[src/rtl/display_pkg.sv]
// -----------------------------------------------------------------------------
// display_pkg
// Shared definitions for the multiplexed seven-segment display path.
//   scan_state_t : per-slot scan phase (BLANK dead time, DRIVE lit)
//   AN_OFF       : anode pattern with every digit dark (anodes are active low)
//   AN_DIGn      : one-cold anode pattern selecting digit n
//   an_decode()  : digit index -> one-cold anode pattern
// -----------------------------------------------------------------------------
package display_pkg;

   typedef enum logic {
      BLANK = 1'b0,
      DRIVE = 1'b1
   } scan_state_t;

   localparam logic [3:0] AN_OFF  = 4'b1111;
   localparam logic [3:0] AN_DIG0 = 4'b1110;
   localparam logic [3:0] AN_DIG1 = 4'b1101;
   localparam logic [3:0] AN_DIG2 = 4'b1011;
   localparam logic [3:0] AN_DIG3 = 4'b0111;

   function automatic logic [3:0] an_decode(input logic [1:0] idx);
      logic [3:0] an;
      case (idx)
         2'd0:    an = AN_DIG0;
         2'd1:    an = AN_DIG1;
         2'd2:    an = AN_DIG2;
         default: an = AN_DIG3;
      endcase
      return an;
   endfunction

endpackage

[src/rtl/sevenseg_scan_ctrl_if.sv]
// -----------------------------------------------------------------------------
// sevenseg_scan_ctrl_if
// Frame-load channel of the display scan controller.
//   load    : writer requests a new frame
//   din     : four nibbles, digit0 = din[3:0] .. digit3 = din[15:12]
//   dp_in   : decimal points, bit n belongs to digit n
//   mask_in : digit enables, 1 = digit lit
//   ready   : shadow buffer free
//   applied : one-cycle pulse when the shadow frame becomes the active frame
//
// Handshake: a frame transfers on every rising clk edge where load=1 and
// ready=1. A load seen while ready=0 is dropped without side effects, and the
// writer need not hold its data after the transfer edge. ready stays low from
// the cycle after a transfer until the cycle after the matching applied pulse.
//
// master = frame writer, slave = scan controller.
// -----------------------------------------------------------------------------
interface sevenseg_scan_ctrl_if;

   logic        load;
   logic [15:0] din;
   logic [3:0]  dp_in;
   logic [3:0]  mask_in;
   logic        ready;
   logic        applied;

   modport master (
      output load,
      output din,
      output dp_in,
      output mask_in,
      input  ready,
      input  applied
   );

   modport slave (
      input  load,
      input  din,
      input  dp_in,
      input  mask_in,
      output ready,
      output applied
   );

endinterface

[src/rtl/scan_tick_gen.sv]
// -----------------------------------------------------------------------------
// scan_tick_gen
// Slot timer for the display scan: a counter running 0..REFRESH_DIV-1.
//   clk         : system clock, rising edge
//   reset       : asynchronous, active high; counter returns to 0
//   slot_end_o  : current count is the last cycle of the slot
//   in_blank_o  : the count entered on the next edge is below BLANK_CYC
//
// in_blank_o looks one count ahead so that a state register loaded from it
// holds BLANK exactly while the counter itself is below BLANK_CYC.
// -----------------------------------------------------------------------------
module scan_tick_gen #(
   parameter int REFRESH_DIV = 100000,
   parameter int BLANK_CYC   = 16
) (
   input  logic clk,
   input  logic reset,
   output logic slot_end_o,
   output logic in_blank_o
);

   localparam int CW = (REFRESH_DIV > 1) ? $clog2(REFRESH_DIV) : 1;
   localparam logic [CW-1:0] CNT_LAST  = CW'(REFRESH_DIV - 1);
   localparam logic [CW-1:0] BLANK_LIM = CW'(BLANK_CYC);

   logic [CW-1:0] cnt_q;
   logic [CW-1:0] cnt_d;

   assign slot_end_o = (cnt_q == CNT_LAST);
   assign cnt_d      = slot_end_o ? '0 : (cnt_q + CW'(1));
   assign in_blank_o = (cnt_d < BLANK_LIM);

   always_ff @(posedge clk or posedge reset) begin
      if (reset) begin
         cnt_q <= '0;
      end else begin
         cnt_q <= cnt_d;
      end
   end

endmodule

[src/rtl/sevenseg_scan_ctrl.sv]
// -----------------------------------------------------------------------------
// sevenseg_scan_ctrl
// Scan scheduler for a 4-digit multiplexed seven-segment display. Rotates the
// active digit every REFRESH_DIV cycles, drives active-low anodes and presents
// the nibble / decimal point of the current digit. New frames arrive through a
// load/ready handshake into a shadow buffer and are copied to the active frame
// only at the 3->0 digit wrap, so a displayed value never tears.
//
// Ports:
//   clk, reset  : clock (rising edge), asynchronous active-high reset
//   bus         : frame-load channel (slave side), see sevenseg_scan_ctrl_if
//   frame_start : one-cycle pulse in the cycle S becomes 0 after 3
//   S           : current digit index
//   AN          : anode drive, active low, one-hot-zero, registered
//   digit, dp   : nibble and decimal point of digit S from the active frame
//   state       : current scan phase (BLANK / DRIVE), for observation
//
// Build option: define SCAN_BLANK_EN to hold AN dark for the first BLANK_CYC
// cycles of each slot (anti-ghosting dead time). Without it the scan phase
// stays DRIVE and AN is valid on every cycle.
// -----------------------------------------------------------------------------
module sevenseg_scan_ctrl
   import display_pkg::*;
#(
   parameter int REFRESH_DIV = 100000,
   parameter int BLANK_CYC   = 16
) (
   input  logic                 clk,
   input  logic                 reset,
   sevenseg_scan_ctrl_if.slave  bus,
   output logic                 frame_start,
   output logic [1:0]           S,
   output logic [3:0]           AN,
   output logic [3:0]           digit,
   output logic                 dp,
   output scan_state_t          state
);

`ifdef SCAN_BLANK_EN
   localparam scan_state_t ST_RESET = BLANK;
`else
   localparam scan_state_t ST_RESET = DRIVE;
`endif

   logic slot_end;
   logic in_blank;

   scan_tick_gen #(
      .REFRESH_DIV (REFRESH_DIV),
      .BLANK_CYC   (BLANK_CYC)
   ) u_tick (
      .clk        (clk),
      .reset      (reset),
      .slot_end_o (slot_end),
      .in_blank_o (in_blank)
   );

   logic [1:0]  s_q, s_d;
   scan_state_t state_q, state_d;
   logic [15:0] act_dig_q, act_dig_d;
   logic [3:0]  act_dp_q, act_dp_d;
   logic [3:0]  act_mask_q, act_mask_d;
   logic [15:0] sh_dig_q;
   logic [3:0]  sh_dp_q;
   logic [3:0]  sh_mask_q;
   logic        pending_q, pending_d;
   logic        applied_q;
   logic        frame_start_q;
   logic [3:0]  an_q, an_d;
   logic [3:0]  digit_q, digit_d;
   logic        dp_q, dp_d;
   logic        accept;
   logic        boundary;
   logic        apply_now;

   assign accept    = bus.load & ~pending_q;
   assign boundary  = slot_end & (s_q == 2'd3);
   // pending_q is still 0 in a boundary cycle that accepts a load, so that
   // frame waits for the following boundary.
   assign apply_now = boundary & pending_q;

   always_comb begin
      s_d        = slot_end ? (s_q + 2'd1) : s_q;

      act_dig_d  = act_dig_q;
      act_dp_d   = act_dp_q;
      act_mask_d = act_mask_q;
      if (apply_now) begin
         act_dig_d  = sh_dig_q;
         act_dp_d   = sh_dp_q;
         act_mask_d = sh_mask_q;
      end

      // pending is released one cycle after the apply so that ready rises
      // in the cycle following the applied pulse.
      pending_d = pending_q;
      if (applied_q) begin
         pending_d = 1'b0;
      end
      if (accept) begin
         pending_d = 1'b1;
      end

`ifdef SCAN_BLANK_EN
      state_d = in_blank ? BLANK : DRIVE;
`else
      state_d = DRIVE;
`endif

      // Outputs are computed from next-state values so S, AN, digit and dp
      // all change on the same edge.
      an_d    = (state_d == BLANK) ? AN_OFF : (an_decode(s_d) | ~act_mask_d);
      digit_d = act_dig_d[{s_d, 2'b00} +: 4];
      dp_d    = act_dp_d[s_d];
   end

`ifndef SCAN_BLANK_EN
   logic unused_in_blank;
   assign unused_in_blank = in_blank;
`endif

   always_ff @(posedge clk or posedge reset) begin
      if (reset) begin
         s_q           <= 2'd0;
         state_q       <= ST_RESET;
         act_dig_q     <= 16'h0000;
         act_dp_q      <= 4'b0000;
         act_mask_q    <= 4'b0000;
         pending_q     <= 1'b0;
         applied_q     <= 1'b0;
         frame_start_q <= 1'b0;
         an_q          <= AN_OFF;
         digit_q       <= 4'h0;
         dp_q          <= 1'b0;
      end else begin
         s_q           <= s_d;
         state_q       <= state_d;
         act_dig_q     <= act_dig_d;
         act_dp_q      <= act_dp_d;
         act_mask_q    <= act_mask_d;
         pending_q     <= pending_d;
         applied_q     <= apply_now;
         frame_start_q <= boundary;
         an_q          <= an_d;
         digit_q       <= digit_d;
         dp_q          <= dp_d;
      end
   end

   // Shadow buffer: only written on an accepted load.
   always_ff @(posedge clk or posedge reset) begin
      if (reset) begin
         sh_dig_q  <= 16'h0000;
         sh_dp_q   <= 4'b0000;
         sh_mask_q <= 4'b0000;
      end else if (accept) begin
         sh_dig_q  <= bus.din;
         sh_dp_q   <= bus.dp_in;
         sh_mask_q <= bus.mask_in;
      end
   end

   assign bus.ready   = ~pending_q;
   assign bus.applied = applied_q;
   assign frame_start = frame_start_q;
   assign S           = s_q;
   assign AN          = an_q;
   assign digit       = digit_q;
   assign dp          = dp_q;
   assign state       = state_q;

endmodule

[src/flat_wrapper.sv]
// flat-port wrapper written by rule: the top's interface ports become plain ports
module sevenseg_scan_ctrl_flat import display_pkg::*;
#(
   parameter int REFRESH_DIV = 100000,
   parameter int BLANK_CYC   = 16
)
  (clk, reset, frame_start, S, AN, digit, dp, state, bus_load, bus_din, bus_dp_in, bus_mask_in, bus_ready, bus_applied);
  sevenseg_scan_ctrl_if bus_i ();
  input  logic clk;
  input  logic reset;
  output logic frame_start;
  output logic [1:0] S;
  output logic [3:0] AN;
  output logic [3:0] digit;
  output logic dp;
  output scan_state_t state;
  input wire logic [$bits(bus_i.load)-1:0] bus_load;
  input wire logic [$bits(bus_i.din)-1:0] bus_din;
  input wire logic [$bits(bus_i.dp_in)-1:0] bus_dp_in;
  input wire logic [$bits(bus_i.mask_in)-1:0] bus_mask_in;
  output wire logic [$bits(bus_i.ready)-1:0] bus_ready;
  output wire logic [$bits(bus_i.applied)-1:0] bus_applied;
  assign bus_i.load = bus_load;
  assign bus_i.din = bus_din;
  assign bus_i.dp_in = bus_dp_in;
  assign bus_i.mask_in = bus_mask_in;
  assign bus_ready = bus_i.ready;
  assign bus_applied = bus_i.applied;
  sevenseg_scan_ctrl #(.REFRESH_DIV(REFRESH_DIV), .BLANK_CYC(BLANK_CYC)) u_core (.clk(clk), .reset(reset), .bus(bus_i), .frame_start(frame_start), .S(S), .AN(AN), .digit(digit), .dp(dp), .state(state));
endmodule
[config.mk]
export PLATFORM = sky130hd
export DESIGN_NAME = sevenseg_scan_ctrl_flat
export DESIGN_NICKNAME = d
export VERILOG_FILES = /design/src/rtl/display_pkg.sv /design/src/rtl/sevenseg_scan_ctrl_if.sv /design/src/rtl/scan_tick_gen.sv /design/src/rtl/sevenseg_scan_ctrl.sv /design/src/flat_wrapper.sv
export SDC_FILE = /design/constraint.sdc
export NUM_CORES = 1
export LEC_CHECK = 0
export CAP_MARGIN = 20
export CORE_MARGIN = 2
export CORE_UTILIZATION = 45
export CTS_CLUSTER_DIAMETER = 60
export CTS_CLUSTER_SIZE = 12
export DETAILED_ROUTE_END_ITERATION = 10
export GPL_TIMING_DRIVEN = 0
export PLACE_DENSITY_LB_ADDON = 0.25
export SLEW_MARGIN = 0
export SYNTH_ARGS = -nofsm -noshare
export SYNTH_HDL_FRONTEND = slang
export SYNTH_SLANG_ARGS = --single-unit
[constraint.sdc]
create_clock -name clk -period 3.1 [get_ports clk]
set_input_delay 0.62 -clock clk [delete_from_list [all_inputs] [get_ports clk]]
set_output_delay 0.62 -clock clk [all_outputs]
set_load 0.02 [all_outputs]
==> metrics.md, run 1 <==
| Metric | Value |
|---|---|
| Core box area | 6910 µm² |
| RePlAce Congestion | 0.786 |
| Switch Pwr | 0.387 mW |
| Slowest CP cell | dfrtp_1 |
| P_int | 1.59 mW |
| Starting density of the core | 47.1% |
| Worst Path Max Fanout | 10 |
| Slew Limit Fails | 0 |
| Gr usage total | 16.3% |
| Avg Cell Area, Syn | 14.3 µm² |
| Placement Rows | 30 |
| RSZ-0062 raised after global routing | false |
| Bufs and invs on worst path | 2 |
| Logic pwr share | 3.8% |
| Final setup viols | 0 |
| Drt first-iter violations | 87 |
| Number of post-CTS setup repair buffers | 0 |
| Cts bufs inserted | 9 |
| Gates resized, CTS repair | 0 |
| Fin crit share | 73.8% |
| Post-route ant nets | 0 |
| Ant. Diodes | 0 |
| Hold path endpoint | u_core.pending_q |
| Worst EP required | 3320 ps |
| Layout Cells excl Fill | 381 |
| Area delta synth->final | 23.8% |
| Largest net degree at the start of global routing | 61 |
| Flop pwr share | 53.4% |
| Critical Path Sink Type | register |
| DRT Wirelength | 5660 µm |
| Mux cell area share after synthesis | 20.4% |
| Vias in the first global route | 1951 |
| Synth Area in Adders | 0.770% |
| Switching share of power | 19.6% |
| Final Skew | 4.22 ps |
| Fraction of layout cells with a size suffix above 1 | 28.1% |
| WL/cell | 14.9 µm |
| Maximum VDD drop | 338 µV |
| XOR/XNOR Fraction of Synth Area | 4.62% |
| Worst R2R Start | u_core.u_tick.cnt_q[0] |
| CP peak stage delay | 400 ps |
| PD cells | 490 nW/µm² |
| Share of the yosys chip area belonging to registers | 60.9% |
| Largest family of logic cells by synthesized area | multiplexers |
| Syn_nets | 257 |
| Overflow after GRT | 0 |
| Crit path launch type | register |
| Fmax | 0.437 GHz |
| Outcome | complete, no violations |
| Unique cell type count in the Yosys netlist | 35 |
| Min-delay src | u_core.bus.applied |
| Clock sink count | 79 |
| FF-to-FF End | u_core.dp |
| Netlist Area Pre-Place | 3250 µm² |
| Seq cells post-synth | 79 |
| MaxCap Viol Count | 0 |
| Arrival @ worst endpoint | 2510 ps |
| R2r setup slk | 810 ps |
| Worst min path class | register to register |
| Chip width | 89.0 µm |
| Lkg Pwr | 1.91 nW |
| Hold Slack | 448 ps |
| # hold bufs at CTS | 0 |
| Root Driver | clkbuf_8 |
| Post-synthesis compound-gate area fraction | 1.69% |
| Drt first pass iters | 4 |
| Hold path depth | 1 |
| Post-Syn Instances | 228 |
| First-pass GRT wire length | 9560 µm |
| DIE AREA | 7920 µm² |
| Clock Latency Late Sink | 340 ps |
| IO buf count | 40 |
| Top cell by count, worst path | mux2i_1 |
| Yosys warning count | 0 |
| Tightest Pin Transition | 648 ps |
| CP delay by family, top | multiplexers |
| DRC | 0 |
| Number of vias per cell | 4.99 |
| Final Hold Viols | 0 |
| DR vias | 1902 |
| TritonCTS clock tree | done |
| Ports | 42 |
| Final core occ | 58.3% |
| Final #Nets | 309 |
| Slew margin rel. | 56.8% |
| Dpl hpwl | 3900 µm |
| Post-layout min period | 2290 ps |
| Simple-gate share of the synthesized area | 9.12% |
| Placed Cells | 365 |
| Chip height | 89.0 µm |
| Clock slew seen by the registers of the worst setup and hold paths | 70 ps |
| Crit-path cells | ha_1 -> and4_4 -> and4_1 -> buf_4 -> nand3_4 -> buf_6 -> mux2_4 -> mux2i_1 -> mux2i_1 |
| H-tree depth | 3 |
| FF-to-FF path depth | 9 |
| Setup Crit Path Kind | register to register |
| Antenna violations before repair | 0 |
| Clock share of power | 42.9% |
| Deepest clock path buffer count | 2 |
-- worst max path at each step --
| stage | slack, ps | startpoint | cells after the start | endpoint |
|---|---|---|---|---|
| 3_3_place_gp | -780 | reset | 2 | u_core.sh_dig_q[7] |
| 4_1_cts | 780 | bus_load | 5 | u_core.sh_mask_q[3] |
| 3_5_place_dp | 400 | bus_load | 5 | u_core.sh_dig_q[14] |
| 5_1_grt | 690 | bus_load | 5 | u_core.sh_dp_q[0] |
| 2_1_floorplan | 460 | reset | 1 | u_core.S[0] |
| 6_report | 810 | u_core.u_tick.cnt_q[0] | 9 | u_core.dp |
-- Yosys cell counts (all sizes together) --
cell,instances,share of area [%]
nor4b,2,0.54
nor2b,2,0.38
o21ai,1,0.15
nand4,3,0.58
o22ai,6,1.2
nand2,11,1.3
inv,5,0.58
xor2,8,2.2
nor3,4,0.62
conb,1,0.12
and4bb,2,0.77
mux2i,7,2.5
nor2,13,1.5
and3,3,0.58
clkbuf,2,0.23
dfrtp,75,58
nand3,11,2.1
xnor2,7,2.5
or3,1,0.19
o21bai,1,0.23
a21oi,1,0.15
ha,2,0.77
mux2,48,18
dfstp,4,3.2
buf,6,1.5
and4,2,0.62
-- logic make-up after synthesis --
| kind of cell | count (synthesis) |
|---|---|
| buffers and inverters | 13 |
| AOI/OAI and AO/OA | 9 |
| adders and majority gates | 2 |
| xor gates and xnor gates | 15 |
| and+or+nand+nor | 54 |
| muxes | 55 |
| other | 1 |
| DFF | 79 |
-- cells in the final DEF, fill, tap and decap left out, types with 6 or more instances in the layout --
master / count
clkbuf_8: 11
clkdlybuf4s50_1: 40
dfrtp_1: 75
mux2_2: 37
mux2_4: 11
mux2i_1: 6
nand2_1: 11
nand3_1: 10
nor2_1: 13
o22ai_1: 6
xnor2_1: 6
xor2_1: 8
-- through the flow --
| stage | total power [mW] | instance area (µm²) | setup TNS, ps | setup WS [ps] |
|---|---|---|---|---|
| floorplan | 1.10 | 3250 | 0 | 463 |
| global placement | 1.14 | 3770 | -58140 | -777 |
| detailed placement | 1.15 | 3800 | 0 | 399 |
| CTS | 2.00 | 4030 | 0 | 779 |
| global route | 2.06 | 4030 | 0 | 692 |
| finish | 1.97 | 4030 | 0 | 811 |
-- flip-flops by register name (all words and copies together) (netlist names) --
| register | cells |
|---|---|
| u_core.pending_q | 1 |
| u_core.AN | 4 |
| u_core.S | 2 |
| u_core.digit | 4 |
| u_core.act_dp_q | 4 |
| u_core.sh_dig_q | 16 |
| u_core.u_tick.cnt_q | 17 |
| u_core.frame_start | 1 |
| u_core.sh_dp_q | 4 |
| u_core.dp | 1 |
| u_core.sh_mask_q | 4 |
| u_core.act_dig_q | 16 |
| u_core.bus.applied | 1 |
| u_core.act_mask_q | 4 |
-- power groups by stage --
stage	Combinational [mW]	Clock [mW]	Sequential, mW
after detailed placement	0.0761	0	1.07
final	0.0741	0.847	1.05
after global placement	0.0702	0	1.07
after floorplan	0.0314	0	1.07
after CTS	0.0762	0.873	1.05
after global routing	0.0824	0.918	1.06
-- final cells by class --
| class | instances | area, µm² |
|---|---|---|
| Inverter | 5 | 21.3 |
| Clock buffer | 13 | 159 |
| Buffer | 8 | 56.3 |
| Multi-Input combinational cell | 136 | 1190 |
| Clock inverter | 3 | 65.1 |
| Tap cell | 96 | 120 |
| Timing Repair Buffer | 41 | 428 |
| Sequential cell | 79 | 1980 |
| Fill cell | 580 | 2880 |
-- layer usage --
layer | vias up | GRT usage [%] | wire length [µm]
met5 | - | 0 | 0
met4 | 0 | 5.97 | 118
met3 | 12 | 6.09 | 274
met2 | 47 | 23.5 | 2550
met1 | 949 | 22.7 | 2720
li1 | 894 | - | -
No activity file was read; power rests on OpenSTA's default activity.
==> inputs of run 2 (changes only) <==
==> constraint.sdc (replaced) <==
create_clock -name clk -period 2.03 [get_ports clk]
set_input_delay 0.406 -clock clk [delete_from_list [all_inputs] [get_ports clk]]
set_output_delay 0.406 -clock clk [all_outputs]
set_load 0.02 [all_outputs]
==> metrics.md, run 2 (same netlist as run 1, synthesis figures left out) <==
| Metric | Value |
|---|---|
| Drt first pass iters | 4 |
| Largest net degree at the start of global routing | 29 |
| FF-to-FF path depth | 9 |
| RSZ-0062 raised after global routing | true |
| Vias in the first global route | 2055 |
| Arrival @ worst endpoint | 2310 ps |
| Worst EP required | 2280 ps |
| Lkg Pwr | 1.98 nW |
| Commonest non-fill, non-tap cell in the layout | dfrtp_1 |
| Final setup viols | 1 |
| Chip height | 89.0 µm |
| DIE AREA | 7920 µm² |
| Final instance area | 4210 µm² |
| WL/cell | 15.2 µm |
| Most frequent cells in the layout | 74 x dfrtp_1, 40 x clkdlybuf4s50_1, 37 x mux2_2 |
| First-pass GRT wire length | 9800 µm |
| DR WL met3 | 231 µm |
| Deepest clock path buffer count | 2 |
| Slew Limit Fails | 0 |
| Total Power | 2.91 mW |
| Worst min path class | register to register |
| Post-place instance area | 3820 µm² |
| Overflow after GRT | 0 |
| Starting density of the core | 47.1% |
| PD cells | 693 nW/µm² |
| Number of vias per cell | 5.05 |
| Min-delay src | u_core.bus.applied |
| Critical Path Sink Type | register |
| Fill cells | 579 |
| Maximum VDD drop | 323 µV |
| Clock sink count | 79 |
| Cts bufs inserted | 9 |
| DR vias | 1980 |
| Critical path origin | u_core.u_tick.cnt_q[1] |
| Outcome | finished with violations |
| Final #Nets | 320 |
| Tightest Pin Transition | 581 ps |
| Met2 wire len | 2820 µm |
| DRC | 0 |
| IO buf count | 40 |
| Fmax | 0.484 GHz |
| DRT Wirelength | 5970 µm |
| Setup Crit Path Kind | register to register |
| Antenna violations before repair | 0 |
| Ports | 42 |
| Hold path depth | 1 |
| Gr usage total | 16.8% |
| Slew margin rel. | 61.2% |
| MaxCap Viol Count | 0 |
| Core box area | 6910 µm² |
| Fin crit share | 102% |
| Chip width | 89.0 µm |
| Final Skew | 13.9 ps |
| Setup_tns | -34.5 ps |
| Fraction of layout cells with a size suffix above 1 | 35.5% |
| Failing checks | negative setup slack |
| TritonCTS clock tree | done |
| Post-layout min period | 2060 ps |
| Routed met1 length | 2790 µm |
| Root Driver | clkbuf_8 |
| Placement Rows | 30 |
| Hold Slack | 441 ps |
| Crit path launch type | register |
| Area delta synth->final | 29.4% |
| Ant. Diodes | 0 |
| Largest register FFs | 17 |
| RePlAce Congestion | 0.769 |
| Worst Path Max Fanout | 10 |
| Uppermost routed layer | met4 |
| Clock slew seen by the registers of the worst setup and hold paths | 90 ps |
| Final Hold Viols | 0 |
| Top reg by flops | u_core.u_tick.cnt_q |
| Worst R2R Start | u_core.u_tick.cnt_q[1] |
| Final WS setup | -34.5 ps |
| Largest registers | u_core.u_tick.cnt_q: 17 flops, u_core.act_dig_q: 16 flops, u_core.sh_dig_q: 16 flops |
| Clock Latency Late Sink | 350 ps |
| Dpl hpwl | 3920 µm |
| Post-route ant nets | 0 |
| Drt first-iter violations | 90 |
| H-tree depth | 3 |
[run 2: metal layers]
layer  track usage, %  up-vias
met2             26.1       46
met4             8.55        0
met1             22.2      998
met5                0        -
met3             3.88       11
li1                 -      925
[run 2: cell type report]
type	count	area (µm²)	share of cell area [%]
timing repair buffer	52	552	13.1
inverter	5	27.5	0.654
clock buffer	10	138	3.27
buffer	8	71.3	1.70
multi-input combinational	136	1250	29.6
sequential	79	1980	47.1
clock inverter	6	68.8	1.64
tap	96	120	2.86
[run 2: power breakdown]
group	internal (mW)	switching (mW)	leakage, nW
registers	1.60	0.0120	1.04
logic	0.0708	0.0452	0.837
clock network	0.608	0.582	0.103
total	2.28	0.639	1.98
[run 2: final timing paths]
| check | to | slack (ps) |
|---|---|---|
| setup / recovery | u_core.digit[3] | -30 |
| hold / removal | u_core.pending_q | 440 |
| setup reg to reg | u_core.digit[3] | -30 |
| hold reg to reg | u_core.pending_q | 440 |
| max in group asynchronous | u_core.u_tick.cnt_q[5] | 1040 |
| min in group asynchronous | u_core.act_dig_q[15] | 460 |
[run 2: metrics by stage]
step	std cells	utilization [%]	setup slack, ps
finish	392	60.9	-34.5
global route	392	60.9	-151
CTS	392	60.4	-16.8
detailed placement	366	55.3	-464
global placement	364	54.7	-440
floorplan	228	-	2.21
[run 2: repair_timing]
item / 4_1_cts / 5_1_grt
pin swaps: 1 / 7
setup endpoints to repair: 15 / 5
setup buffers: 9 / 0
hold buffers: 0 / 0
gates resized for setup: 10 / 10
gates cloned: 1 / 0
[run 2: worst max-delay path: stages, from the launching register on]
cell     delay (ps)
dfrtp_1         410
ha_4            170
and4_4          170
and4_1          150
buf_6           130
nand3_4         130
buf_6           180
mux2_2          370
o22ai_1         170
nor2_1           70
==> inputs of run 3 (changes only) <==
--- a/config.mk
+++ b/config.mk
@@ -6,11 +6,13 @@
 export NUM_CORES = 1
 export LEC_CHECK = 0
 export CAP_MARGIN = 20
+export CORE_ASPECT_RATIO = 1.4
 export CORE_MARGIN = 2
 export CORE_UTILIZATION = 45
 export CTS_CLUSTER_DIAMETER = 60
 export CTS_CLUSTER_SIZE = 12
 export DETAILED_ROUTE_END_ITERATION = 10
+export GPL_ROUTABILITY_DRIVEN = 0
 export GPL_TIMING_DRIVEN = 0
 export PLACE_DENSITY_LB_ADDON = 0.25
 export SLEW_MARGIN = 0
==> metrics.md, run 3 (same netlist as run 1, synthesis figures left out) <==
| Metric | Value |
|---|---|
| Largest registers | u_core.u_tick.cnt_q: 17 flops, u_core.act_dig_q: 16 flops, u_core.sh_dig_q: 16 flops |
| Worst Path Max Fanout | 10 |
| DRC | 0 |
| RSZ-0062 raised after global routing | true |
| Drt first-iter violations | 81 |
| Clock sink count | 79 |
| IO buf count | 40 |
| Top cell by count, worst path | buf_6 |
| Gr usage total | 17.8% |
| Ant. Diodes | 0 |
| Final Skew | 12.1 ps |
| Drt first pass iters | 4 |
| TritonCTS clock tree | done |
| # hold bufs at CTS | 0 |
| Clock Latency Late Sink | 350 ps |
| Lkg Pwr | 2.02 nW |
| Root Driver | clkbuf_8 |
| CP delay by family, top | simple AND/OR/NAND/NOR gates |
| Chip height | 105 µm |
| Deepest clock path buffer count | 2 |
| Dpl hpwl | 4050 µm |
| Area delta synth->final | 30.8% |
| Post-layout min period | 2080 ps |
| Core box area | 6980 µm² |
| Fill cells | 553 |
| Critical Path Sink Type | register |
| PD cells | 696 nW/µm² |
| Maximum VDD drop | 470 µV |
| Chip width | 75.8 µm |
| DR vias | 2008 |
| Final #Nets | 326 |
| Slew Limit Fails | 0 |
| Worst EP required | 2260 ps |
| Final instance area | 4250 µm² |
| Final WS setup | -52.1 ps |
| Tightest Pin Transition | 801 ps |
| Total Power | 2.96 mW |
| DIE AREA | 7930 µm² |
| Starting density of the core | 46.6% |
| DRT Wirelength | 5940 µm |
| Setup Crit Path Kind | register to register |
| Bufs and invs on worst path | 2 |
| Outcome | finished with violations |
| Overflow after GRT | 0 |
| Commonest non-fill, non-tap cell in the layout | dfrtp_1 |
| Failing checks | negative setup slack |
| Number of vias per cell | 5.06 |
| Final setup viols | 5 |
| Arrival @ worst endpoint | 2310 ps |
| H-tree depth | 3 |
| Ports | 42 |
| Vias in the first global route | 2113 |
| Crit-path cells | ha_4 -> and4_4 -> and4_1 -> buf_6 -> nand3_4 -> buf_6 -> mux2_4 -> o22ai_1 -> nor2_1 |
| Worst min path class | register to register |
| Most frequent cells in the layout | 74 x dfrtp_1, 40 x clkdlybuf4s50_1, 37 x mux2_2 |
| MaxCap Viol Count | 0 |
| Post-place instance area | 3790 µm² |
| Fraction of layout cells with a size suffix above 1 | 36.4% |
| Antenna violations before repair | 0 |
| First-pass GRT wire length | 10400 µm |
| Cts bufs inserted | 9 |
| Post-route ant nets | 0 |
| Crit path launch type | register |
| Slowest CP cell | dfrtp_1 |
| Largest register FFs | 17 |
| Clock slew seen by the registers of the worst setup and hold paths | 80 ps |
| Top reg by flops | u_core.u_tick.cnt_q |
| Largest net degree at the start of global routing | 44 |
| Placement Rows | 36 |
| Slew margin rel. | 46.5% |
| WL/cell | 15.0 µm |
| CP peak stage delay | 410 ps |
| Fmax | 0.480 GHz |
| Fin crit share | 103% |
| Final Hold Viols | 0 |
run 3: cell types whose count changed in the layout (fill, tap and decap cells not counted), sizes merged:
cell	change
buf	+6
bufinv	+1
clkbuf	+2
clkinv	-1
clkinvlp	-1
inv	-1
run 3: path summary, 6_finish.rpt:
kind                                        startpoint                 endpoint  slack, ps  depth (start not counted)
worst max-delay path            u_core.u_tick.cnt_q[0]          u_core.digit[3]        -50                          9
worst min-delay path                u_core.bus.applied         u_core.pending_q        440                          1
worst max register to register  u_core.u_tick.cnt_q[0]          u_core.digit[3]        -50                          9
worst min register to register      u_core.bus.applied         u_core.pending_q        440                          1
max in group asynchronous                        reset             u_core.AN[1]        780                          3
min in group asynchronous                        reset  u_core.u_tick.cnt_q[11]        550                          2
run 3: metal layers:
metal  GRT usage, %  wire length (µm)  vias up
li1               -                 -      940
met1           23.7              2480     1008
met2           26.8              3110       51
met3           4.63               226        9
met4           7.89               119        0
met5              0                 0        -
run 3: repair_timing:
action                     CTS  global route
gates cloned                 1             0
pin swaps                    4             7
gates resized for setup     14             7
setup endpoints to repair   27             5
setup buffers               11             5
run 3: cell type report:
class / instances / area (µm²) / area share, %
timing repair buffer: 58 / 584 / 13.7
inverter: 5 / 27.5 / 0.647
buffer: 8 / 71.3 / 1.68
clock buffer: 12 / 145 / 3.41
multi-input combinational: 136 / 1250 / 29.4
clock inverter: 4 / 70.1 / 1.65
sequential: 79 / 1980 / 46.6
tap: 95 / 119 / 2.79
run 3: stage by stage:
step | utilization (%) | cells | hold WS [ps] | TNS (ps) | worst slack (ps)
2_1_floorplan | - | 228 | 449 | 0 | 2.21
3_3_place_gp | 54.1 | 363 | 437 | -21600 | -444
3_5_place_dp | 54.4 | 364 | 439 | -9140 | -441
4_1_cts | 59.9 | 392 | 450 | -140 | -46.6
5_1_grt | 60.9 | 397 | 483 | -831 | -177
6_report | 60.9 | 397 | 445 | -200 | -52.1
run 3: report_power, final:
group	internal [mW]	total [mW]	switching, mW
clock	0.723	1.24	0.518
combinational	0.0669	0.110	0.0430
sequential	1.60	1.61	0.0120
